File: src/rtl/csa_pkg.sv
// csa_pkg: step codes, FSM encoding and sizing helpers shared by the csa_ram loader.
package csa_pkg;
    localparam int CSA_STEP_REQ  = 0;
    localparam int CSA_STEP_DATA = 1;
    localparam int CSA_STEP_FIN  = 2;

    localparam logic [3:0] S_IDLE   = 4'd0;
    localparam logic [3:0] S_REQ    = 4'd1;
    localparam logic [3:0] S_STUFF  = 4'd2;
    localparam logic [3:0] S_FIN    = 4'd3;
    localparam logic [3:0] S_WAIT   = 4'd4;
    localparam logic [3:0] S_CAPT   = 4'd5;
    localparam logic [3:0] S_OUT    = 4'd6;
    localparam logic [3:0] S_SETTLE = 4'd7;
    localparam logic [3:0] S_DONE   = 4'd8;

    // 5 packed input bytes per item, rounded up to whole 32-bit words
    function automatic int words_of(input int items);
        return (items * 5 + 3) / 4;
    endfunction

    function automatic int cnt_w(input int n);
        return (n > 1) ? $clog2(n) : 1;
    endfunction
endpackage

File: src/rtl/csa_load_ctrl_if.sv
// csa_load_ctrl_if: control, input stream, csa_ram write/read and output stream of the loader.
interface csa_load_ctrl_if #(
    parameter int C_S_AXI_DATA_WIDTH = 32,
    parameter int OPT_MEM_ADDR_BITS  = 3
);
    logic                              start, abort, busy, done, err;
    logic                              in_valid, in_ready;
    logic [C_S_AXI_DATA_WIDTH-1:0]     in_data;
    logic                              ram_wen;
    logic [OPT_MEM_ADDR_BITS:0]        ram_waddr;
    logic [C_S_AXI_DATA_WIDTH-1:0]     ram_wdata;
    logic [C_S_AXI_DATA_WIDTH/8-1:0]   ram_wstrb;
    logic                              ram_ready, ram_adv;
    logic [47:0]                       ram_byte_out;
    logic                              out_valid, out_ready, out_last;
    logic [47:0]                       out_data;

    modport slave (
        input  start, abort, in_valid, in_data, ram_ready, ram_byte_out, out_ready,
        output busy, done, err, in_ready, ram_wen, ram_waddr, ram_wdata, ram_wstrb, ram_adv,
               out_valid, out_data, out_last
    );
    modport master (
        output start, abort, in_valid, in_data, ram_ready, ram_byte_out, out_ready,
        input  busy, done, err, in_ready, ram_wen, ram_waddr, ram_wdata, ram_wstrb, ram_adv,
               out_valid, out_data, out_last
    );
endinterface

File: src/rtl/csa_timeout_cnt.sv
// csa_timeout_cnt: loadable up-counter that stops and flags expiry at LIMIT-1.
module csa_timeout_cnt #(
    parameter int LIMIT = 1024,
    parameter int W     = (LIMIT > 1) ? $clog2(LIMIT) : 1
) (
    input  logic         i_clk,
    input  logic         i_rst_n,
    input  logic         i_load,
    input  logic         i_en,
    input  logic [W-1:0] i_value,
    output logic         o_expired
);
    logic [W-1:0] r_cnt;

    assign o_expired = r_cnt == W'(LIMIT - 1);

    always_ff @(posedge i_clk or negedge i_rst_n) begin
        if (!i_rst_n)                r_cnt <= '0;
        else if (i_load)             r_cnt <= i_value;
        else if (i_en && !o_expired) r_cnt <= r_cnt + W'(1);
    end
endmodule

File: src/rtl/csa_load_ctrl.sv
// csa_load_ctrl: drives the csa_ram stuffing protocol from an input word stream,
// then drains the per-item 48-bit results onto an output stream.
module csa_load_ctrl
    import csa_pkg::*;
#(
    parameter int C_S_AXI_DATA_WIDTH = 32,
    parameter int OPT_MEM_ADDR_BITS  = 3,
    parameter int CAL_DATA_ITEM_NUM  = 4,
    parameter int STEP_REQ_STUFF     = CSA_STEP_REQ,
    parameter int STEP_STUFFING_DATA = CSA_STEP_DATA,
    parameter int STEP_FIN_STUFF     = CSA_STEP_FIN,
    parameter int READY_TIMEOUT      = 1024
) (
    input logic              S_AXI_ACLK,
    input logic              S_AXI_ARESETN,
    csa_load_ctrl_if.slave   bus
);
    localparam int WORDS = words_of(CAL_DATA_ITEM_NUM);
    localparam int WW    = cnt_w(WORDS);
    localparam int IW    = cnt_w(CAL_DATA_ITEM_NUM);
    localparam int TW    = cnt_w(READY_TIMEOUT);
    localparam int AW    = OPT_MEM_ADDR_BITS + 1;
    localparam int SW    = C_S_AXI_DATA_WIDTH / 8;

    logic [3:0]    r_state;
    logic [WW-1:0] r_wcnt;
    logic [IW-1:0] r_icnt;
    logic [47:0]   r_data;
    logic          r_err;
    logic          w_wait, w_in_hs, w_out_hs, w_last, w_expired;

    assign w_wait   = r_state == S_WAIT;
    assign w_in_hs  = r_state == S_STUFF && bus.in_valid;
    assign w_out_hs = r_state == S_OUT && bus.out_ready;
    assign w_last   = r_icnt == IW'(CAL_DATA_ITEM_NUM - 1);

    // held cleared outside WAIT_RDY so each wait starts counting from 0
    csa_timeout_cnt #(.LIMIT(READY_TIMEOUT), .W(TW)) u_timeout (
        .i_clk     (S_AXI_ACLK),
        .i_rst_n   (S_AXI_ARESETN),
        .i_load    (!w_wait),
        .i_en      (w_wait),
        .i_value   ('0),
        .o_expired (w_expired)
    );

    always_ff @(posedge S_AXI_ACLK or negedge S_AXI_ARESETN) begin
        if (!S_AXI_ARESETN) begin
            r_state <= S_IDLE;
            r_wcnt  <= '0;
            r_icnt  <= '0;
            r_data  <= '0;
            r_err   <= 1'b0;
        end else if (bus.abort) begin
            r_state <= S_IDLE;
        end else begin
            case (r_state)
                S_IDLE: if (bus.start) begin
                    r_state <= S_REQ;
                    r_err   <= 1'b0;
                    r_wcnt  <= '0;
                    r_icnt  <= '0;
                end
                S_REQ:   r_state <= S_STUFF;
                S_STUFF: if (w_in_hs) begin
                    r_wcnt <= r_wcnt + WW'(1);
                    if (r_wcnt == WW'(WORDS - 1)) r_state <= S_FIN;
                end
                S_FIN:   r_state <= S_WAIT;
                S_WAIT:  if (bus.ram_ready) r_state <= S_CAPT;
                         else if (w_expired) begin
                             r_err   <= 1'b1;
                             r_state <= S_DONE;
                         end
                S_CAPT: begin
                    r_data  <= bus.ram_byte_out;
                    r_state <= S_OUT;
                end
                S_OUT: if (bus.out_ready) begin
                    r_state <= w_last ? S_DONE : S_SETTLE;
                    if (!w_last) r_icnt <= r_icnt + IW'(1);
                end
                S_SETTLE: r_state <= S_CAPT;
                default:  r_state <= S_IDLE;
            endcase
        end
    end

    assign bus.busy      = r_state != S_IDLE;
    assign bus.done      = r_state == S_DONE;
    assign bus.err       = r_err;
    assign bus.in_ready  = r_state == S_STUFF;
    // data words pass straight through to csa_ram in the handshake cycle
    assign bus.ram_wen   = r_state == S_REQ || r_state == S_FIN || w_in_hs;
    assign bus.ram_waddr = r_state == S_REQ ? AW'(STEP_REQ_STUFF) :
                           r_state == S_FIN ? AW'(STEP_FIN_STUFF) :
                           w_in_hs          ? AW'(STEP_STUFFING_DATA) : '0;
    assign bus.ram_wdata = w_in_hs ? bus.in_data : '0;
    assign bus.ram_wstrb = {SW{bus.ram_wen}};
    assign bus.ram_adv   = w_out_hs && !w_last;
    assign bus.out_valid = r_state == S_OUT;
    assign bus.out_data  = r_data;
    assign bus.out_last  = bus.out_valid && w_last;
endmodule

File: src/flat_wrapper.sv
// flat-port wrapper written by rule: the top's interface ports become plain ports
module csa_load_ctrl_flat import csa_pkg::*;
#(
    parameter int C_S_AXI_DATA_WIDTH = 32,
    parameter int OPT_MEM_ADDR_BITS  = 3,
    parameter int CAL_DATA_ITEM_NUM  = 4,
    parameter int STEP_REQ_STUFF     = CSA_STEP_REQ,
    parameter int STEP_STUFFING_DATA = CSA_STEP_DATA,
    parameter int STEP_FIN_STUFF     = CSA_STEP_FIN,
    parameter int READY_TIMEOUT      = 1024
)
  (S_AXI_ACLK, S_AXI_ARESETN, bus_start, bus_abort, bus_in_valid, bus_in_data, bus_ram_ready, bus_ram_byte_out, bus_out_ready, bus_busy, bus_done, bus_err, bus_in_ready, bus_ram_wen, bus_ram_waddr, bus_ram_wdata, bus_ram_wstrb, bus_ram_adv, bus_out_valid, bus_out_data, bus_out_last);
  csa_load_ctrl_if #(.C_S_AXI_DATA_WIDTH(C_S_AXI_DATA_WIDTH), .OPT_MEM_ADDR_BITS(OPT_MEM_ADDR_BITS)) bus_i ();
  input logic S_AXI_ACLK;
  input logic S_AXI_ARESETN;
  input wire logic [$bits(bus_i.start)-1:0] bus_start;
  input wire logic [$bits(bus_i.abort)-1:0] bus_abort;
  input wire logic [$bits(bus_i.in_valid)-1:0] bus_in_valid;
  input wire logic [$bits(bus_i.in_data)-1:0] bus_in_data;
  input wire logic [$bits(bus_i.ram_ready)-1:0] bus_ram_ready;
  input wire logic [$bits(bus_i.ram_byte_out)-1:0] bus_ram_byte_out;
  input wire logic [$bits(bus_i.out_ready)-1:0] bus_out_ready;
  output wire logic [$bits(bus_i.busy)-1:0] bus_busy;
  output wire logic [$bits(bus_i.done)-1:0] bus_done;
  output wire logic [$bits(bus_i.err)-1:0] bus_err;
  output wire logic [$bits(bus_i.in_ready)-1:0] bus_in_ready;
  output wire logic [$bits(bus_i.ram_wen)-1:0] bus_ram_wen;
  output wire logic [$bits(bus_i.ram_waddr)-1:0] bus_ram_waddr;
  output wire logic [$bits(bus_i.ram_wdata)-1:0] bus_ram_wdata;
  output wire logic [$bits(bus_i.ram_wstrb)-1:0] bus_ram_wstrb;
  output wire logic [$bits(bus_i.ram_adv)-1:0] bus_ram_adv;
  output wire logic [$bits(bus_i.out_valid)-1:0] bus_out_valid;
  output wire logic [$bits(bus_i.out_data)-1:0] bus_out_data;
  output wire logic [$bits(bus_i.out_last)-1:0] bus_out_last;
  assign bus_i.start = bus_start;
  assign bus_i.abort = bus_abort;
  assign bus_i.in_valid = bus_in_valid;
  assign bus_i.in_data = bus_in_data;
  assign bus_i.ram_ready = bus_ram_ready;
  assign bus_i.ram_byte_out = bus_ram_byte_out;
  assign bus_i.out_ready = bus_out_ready;
  assign bus_busy = bus_i.busy;
  assign bus_done = bus_i.done;
  assign bus_err = bus_i.err;
  assign bus_in_ready = bus_i.in_ready;
  assign bus_ram_wen = bus_i.ram_wen;
  assign bus_ram_waddr = bus_i.ram_waddr;
  assign bus_ram_wdata = bus_i.ram_wdata;
  assign bus_ram_wstrb = bus_i.ram_wstrb;
  assign bus_ram_adv = bus_i.ram_adv;
  assign bus_out_valid = bus_i.out_valid;
  assign bus_out_data = bus_i.out_data;
  assign bus_out_last = bus_i.out_last;
  csa_load_ctrl #(.C_S_AXI_DATA_WIDTH(C_S_AXI_DATA_WIDTH), .OPT_MEM_ADDR_BITS(OPT_MEM_ADDR_BITS), .CAL_DATA_ITEM_NUM(CAL_DATA_ITEM_NUM), .STEP_REQ_STUFF(STEP_REQ_STUFF), .STEP_STUFFING_DATA(STEP_STUFFING_DATA), .STEP_FIN_STUFF(STEP_FIN_STUFF), .READY_TIMEOUT(READY_TIMEOUT)) u_core (.S_AXI_ACLK(S_AXI_ACLK), .S_AXI_ARESETN(S_AXI_ARESETN), .bus(bus_i));
endmodule
File: config.mk
export PLATFORM = sky130hd
export DESIGN_NAME = csa_load_ctrl_flat
export DESIGN_NICKNAME = d
export VERILOG_FILES = /design/src/rtl/csa_pkg.sv /design/src/rtl/csa_load_ctrl_if.sv /design/src/rtl/csa_timeout_cnt.sv /design/src/rtl/csa_load_ctrl.sv /design/src/flat_wrapper.sv
export SDC_FILE = /design/constraint.sdc
export NUM_CORES = 1
export LEC_CHECK = 0
export CORE_MARGIN = 3
export CORE_UTILIZATION = 35
export DETAILED_ROUTE_END_ITERATION = 7
export PLACE_DENSITY = 0.84
export SYNTH_ARGS = -nofsm -noshare
export SYNTH_HDL_FRONTEND = slang
export SYNTH_SLANG_ARGS = --single-unit
File: constraint.sdc
create_clock -name S_AXI_ACLK -period 1.9 [get_ports S_AXI_ACLK]
set_clock_uncertainty 0.2 [all_clocks]
set_input_delay 0.285 -clock S_AXI_ACLK [delete_from_list [all_inputs] [get_ports S_AXI_ACLK]]
set_output_delay 0.285 -clock S_AXI_ACLK [all_outputs]
set_load 0.03 [all_outputs]
== Word-level counts from Yosys, hierarchy flattened ==
Index checks and enable logic that the tools add are counted.
Word-level totals
  word-level logic and storage cells: 78
  output and inout port bits: 96
  bits in registers: 68
  bits of input ports: 87
Cells by class
  eq/ne operators: 23
  reduce and logical (&&, ||, !) cells: 19
  add/subtract/negate cells: 3
  muxes and demuxes: 26
  bitwise operators: 1
Operator list (number)
  $mux W4: 10
  $mux W32: 1
  $pmux W4 S8: 1
  $mux W10: 2
  $eq A4 B3 Y1 const B: 4
  $reduce_and A5 Y1: 3
  $add A10 B1 Y10 const B: 1
  $eq A10 B10 Y1 const B: 1
  $eq A4 B2 Y1 const B: 2
  $ne A2 B2 Y1 const B: 4
  $mux W2: 3
  $mux W3: 2
  $ne A2 B1 Y1 const B: 3
  $ne A3 B2 Y1 const B: 2
  $ne A3 B3 Y1 const B: 2
  $pmux W3 S2: 1
  $reduce_bool A2 Y1: 3
  $logic_and A1 B1 Y1: 5
  $eq A4 B1 Y1 const B: 1
  $eq A4 B4 Y1 const B: 1
  $logic_not A4 Y1: 1
  $mux W1: 4
  $ne A4 B3 Y1 const B: 1
  $pmux W2 S2: 1
  other kinds (11): 13

== Depth between registers and ports, before layout ==
  depth in word-level cells: 5
  gate-level depth with buffers: 7
  gate-level depth less buffers: 5

== Hierarchy ==
Synthesis repeated with hierarchy kept, for this count alone.
Second synthesis, totals
  cell total of the unflattened synthesis: 299
  area total of the unflattened synthesis: 3414.5 um2
By module, submodules not included
  csa_load_ctrl: instances 1, seq. area each 1451.4 um2, cells an instance 232, area an instance 2803.9 um2
  csa_timeout_cnt: instances 1, seq. area each 250.2 um2, cells an instance 67, area an instance 610.6 um2

== Worst setup path after synthesis ==
Ideal clock, no wire load.
  kind: reg-to-output
  start point: register u_core.r_state[0]
  end point: output port bus_done
  data required time: 1.415 ns
  path buffers: 1
  stages on the path, launching flop included: 3
  arrival time: 1.715 ns
  setup slack: -0.300 ns
  cells stage by stage: dfrtp_1 > clkbuf_1 > nor4b_1
Between the ends
  word-level cells in the longest chain between the ends: 1
Ends and longest elaborated chain
  from (decl): line csa_load_ctrl.sv:25  | logic [3:0] r_state;
  from (signal assigned): line csa_load_ctrl.sv:80  | r_state <= w_last ? S_DONE : S_SETTLE;
  $eq A4 B4 Y1: line csa_load_ctrl.sv:90  | assign bus.done = r_state == S_DONE;
  to (decl): line flat_wrapper.sv:24  | output wire logic [$bits(bus_i.done)-1:0] bus_done;
No other way between the ends.

== Worst setup path in the final report ==
  start point: register u_core.r_state[3]
  end point: output port bus_ram_wdata[4]
Between the ends
  word-level cells in the longest chain between the ends: 3
Ends and longest elaborated chain
  $eq A4 B2 Y1: line csa_load_ctrl.sv:33  | assign w_in_hs = r_state == S_STUFF && bus.in_valid;
  $logic_and A1 B1 Y1: line csa_load_ctrl.sv:33
  $mux W32: line csa_load_ctrl.sv:98  | assign bus.ram_wdata = w_in_hs ? bus.in_data : '0;
  to (decl): line flat_wrapper.sv:29  | output wire logic [$bits(bus_i.ram_wdata)-1:0] bus_ram_wdata;
No other way between the ends.

==> out/metrics.csv <==
stage,metric,value,unit
setup_path,critical_path.cell_chain,nor4b_4 -> bufbuf_16 -> and3_2 -> buf_6,
timing,tightest_slew,0.657,ns
route,drc,0,
placed_design,dpl_worst_slack,-0.192,ns
power_and_ir_drop,p_leak,3.35,nW
floorplan,std_cell_rows,34,
route,drt-initial-drc-count,161,
hold_path,hp-class,primary input to async pin,
setup_path,path_buf_inv,2,
power_and_ir_drop,power_density,1090,nW/um^2
cts,path_clk_slew,0.08,ns
setup_path,reg2reg_from,u_core.r_state[3],
timing,rsz0062_at_grt,yes,
route,dr.pass1.iters,4,
grt,grt_usage,21.0,%
route,vias,3303,
grt,use_met3,8.65,%
grt,grt_max_degree,69,
finish,final_cells,642,
cts,insertion_delay,0.34,ns
timing,fin_crit,2.28,ns
yosys,synth-edff-count,0,
finish,final_common_cell,clkdlybuf4s50_1,
yosys,synth-warning-count,0,
placed_design,dp_cells,596,
yosys,postSynthCellCount,287,
grt,use_met1,21.1,%
yosys,ys_seq_area_share,51.2,%
timing,fmax,439,MHz
timing,drv_slew,0,
floorplan,die_area,10700,um^2
setup_path,critPathCaptureType,output port,
grt,grt_pass1_vias,3390,
setup_path,r2r_setup_slack,-0.31,ns
run_status,outcome,finished with violations,
run,cap_violations,0,
setup_path,start_kind,flip-flop,
route,final_antenna_net_count,0,
floorplan,start_util,37.0,%
grt,globalRouteOverflowTotal,0,
floorplan,die_x,103,um
setup_path,arrival,1.79,ns
timing,final-setup-viol-count,96,
grt,antenna_found_initial,0,
yosys,avgSynthCellArea,11.6,um^2
cts,ctsLongestPathBuffers,2,
setup_path,critical_path.top_delay_family,simple AND/OR/NAND/NOR gates,
grt,use_met2,38.4,%
setup_path,max_stage_delay,0.43,ns
placed_design,port_buffers,180,
setup_path,crit_fanout,8,
route,wl_per_cell,19.7,um
placed_design,globalplace.congestion,0.852,
yosys,synthArstFlopShare,100,%
cts,cts-root-buf,clkbuf_8,
grt,top_usage_layer,met2,
cts,cts_tree,yes,
cts,htreeDepth,3,
cts,cts_made_buffers,9,
timing,setup_ws,-0.378,ns
yosys,synth_top_cell_area_share,51.2,%
power_and_ir_drop,peakVddDrop,858,uV
placed_design,hpwl,7.35,mm
floorplan,dieHeight,103,um
yosys,post-synth-top-area-cell,dfrtp_1,
floorplan,io_pins,183,
cts,cts_sinks,68,
finish,syn2layout_area_growth,95.9,%
finish,drive_gt1_share,43.4,%
timing,hold_viol,0,
setup_path,cp_slowest_cell,dfrtp_2,
timing,period_share,120,%
route,via_per_inst,5.14,
grt,grt_pass1_wl,17.1,mm
finish,final_cell_mix,"clkdlybuf4s50_1 (108), dfrtp_1 (64), buf_6 (51)",
yosys,syn_area,3320,um^2
route,wirelength,12.7,mm
setup_path,worstSetupPathType,flip-flop to output port,
yosys,synthFlopType,dfrtp_1,
run_status,violations,setup timing,
setup_path,r2r-end,u_core.bus.out_data[13],
floorplan,core_area,8980,um^2
timing,relSlewSlack,56.2,%
setup_path,crit_required,1.41,ns
setup_path,ff2ff_path_depth,7,
yosys,synth-seq-cells,68,
yosys,ys_types,50,
finish,nNetsFinal,602,
yosys,synthTopCellsByArea,"dfrtp_1 (51%), mux2_2 (9.5%), mux2_1 (6.8%), and3_1 (6.6%), buf_4 (2.5%)",
finish,antenna-diode-count,0,
## worst max path at each step
stage	startpoint	slack, ns	cells after the start	to
after global placement	bus_abort	-0.16	4	u_core.bus.out_data[22]
after global routing	u_core.r_state[3]	-0.44	5	bus_ram_wdata[8]
after CTS	u_core.r_state[3]	-0.38	5	bus_ram_wdata[21]
after floorplan	u_core.r_state[3]	0.009	6	bus_ram_wstrb[0]
after detailed placement	bus_abort	-0.19	4	u_core.bus.out_data[2]
final	u_core.r_state[3]	-0.38	4	bus_ram_wdata[4]
## where the power goes
part | switching [mW] | total [mW] | internal (mW)
combinational | 2.01 | 3.84 | 1.83
clock | 0.571 | 1.18 | 0.606
sequential | 0.248 | 2.08 | 1.84
total | 2.83 | 7.10 | 4.27
## registers in the layout (all words and copies together), names as in the netlist
| signal | flops |
|---|---|
| u_core.bus.err | 1 |
| u_core.bus.out_data | 48 |
| u_core.r_icnt | 2 |
| u_core.r_state | 4 |
| u_core.r_wcnt | 3 |
| u_core.u_timeout.r_cnt | 10 |
## routing by layer
layer | wire, um | up-vias | share of wire, %
met1 | 4050 | 1606 | 32
li1 | - | 1474 | -
met2 | 6910 | 193 | 55
met5 | 0 | - | 0
met3 | 1370 | 30 | 11
met4 | 338 | 0 | 2.7
## worst min-delay path, stage by stage
cell and delay, ns:
dlygate4sd3_1 0.52, buf_2 0.12, buf_12 0.29
## through the flow
step                      setup TNS [ns]  total power, mW  utilization [%]  area (um^2)  hold slack (ns)
after CTS                         -21.24             6.91             69.4         6230            0.280
after global placement             -7.37             5.24             60.5         5430            0.131
after detailed placement           -9.89             5.34             60.5         5430            0.136
after floorplan                        0             3.90                -         3430           -0.211
after global routing              -28.50             7.41             72.5         6510            0.294
final                             -24.62             7.10             72.5         6510            0.270
## cell type report
type | instances | area (um^2)
fillers | 536 | 2470
multi-input cells | 186 | 1770
well taps | 126 | 158
clock inverters | 6 | 65.1
inverters | 9 | 36.3
flip-flops and latches | 68 | 1710
clock buffers | 10 | 128
repair buffers | 237 | 2640
## cells by family after synthesis
group	after synthesis	synth area share, %
simple gates	90	16.9
compound gates	37	7.04
mux	52	17.5
other cells	1	0.113
fa+ha+maj	4	1.51
buf+inv	34	5.46
flops	68	51.2
xor+xnor	1	0.264
## cells in the mapped netlist (all sizes together), types with 2 or more instances
cell type and n:
dfrtp 68, nand3 5, clkbuf 9, mux2 48, a21oi 12, mux2i 4, o21ai 7, nor2 12
and4 2, nor4b 4, nand2b 5, nand4 2, and3 36, nor3 3, inv 9, nand3b 3
o21a 3, o22ai 2, buf 16, a31oi 4, nand2 9, ha 4
## timing repair
action	4_1_cts	5_1_grt
hold endpoints to repair	68	0
pin swaps	11	12
hold buffers	1	0
setup endpoints to repair	99	130
gates cloned	7	2
resized for setup	86	56
setup buffers	14	8
Note: power is estimated with default switching activity, not from simulation.
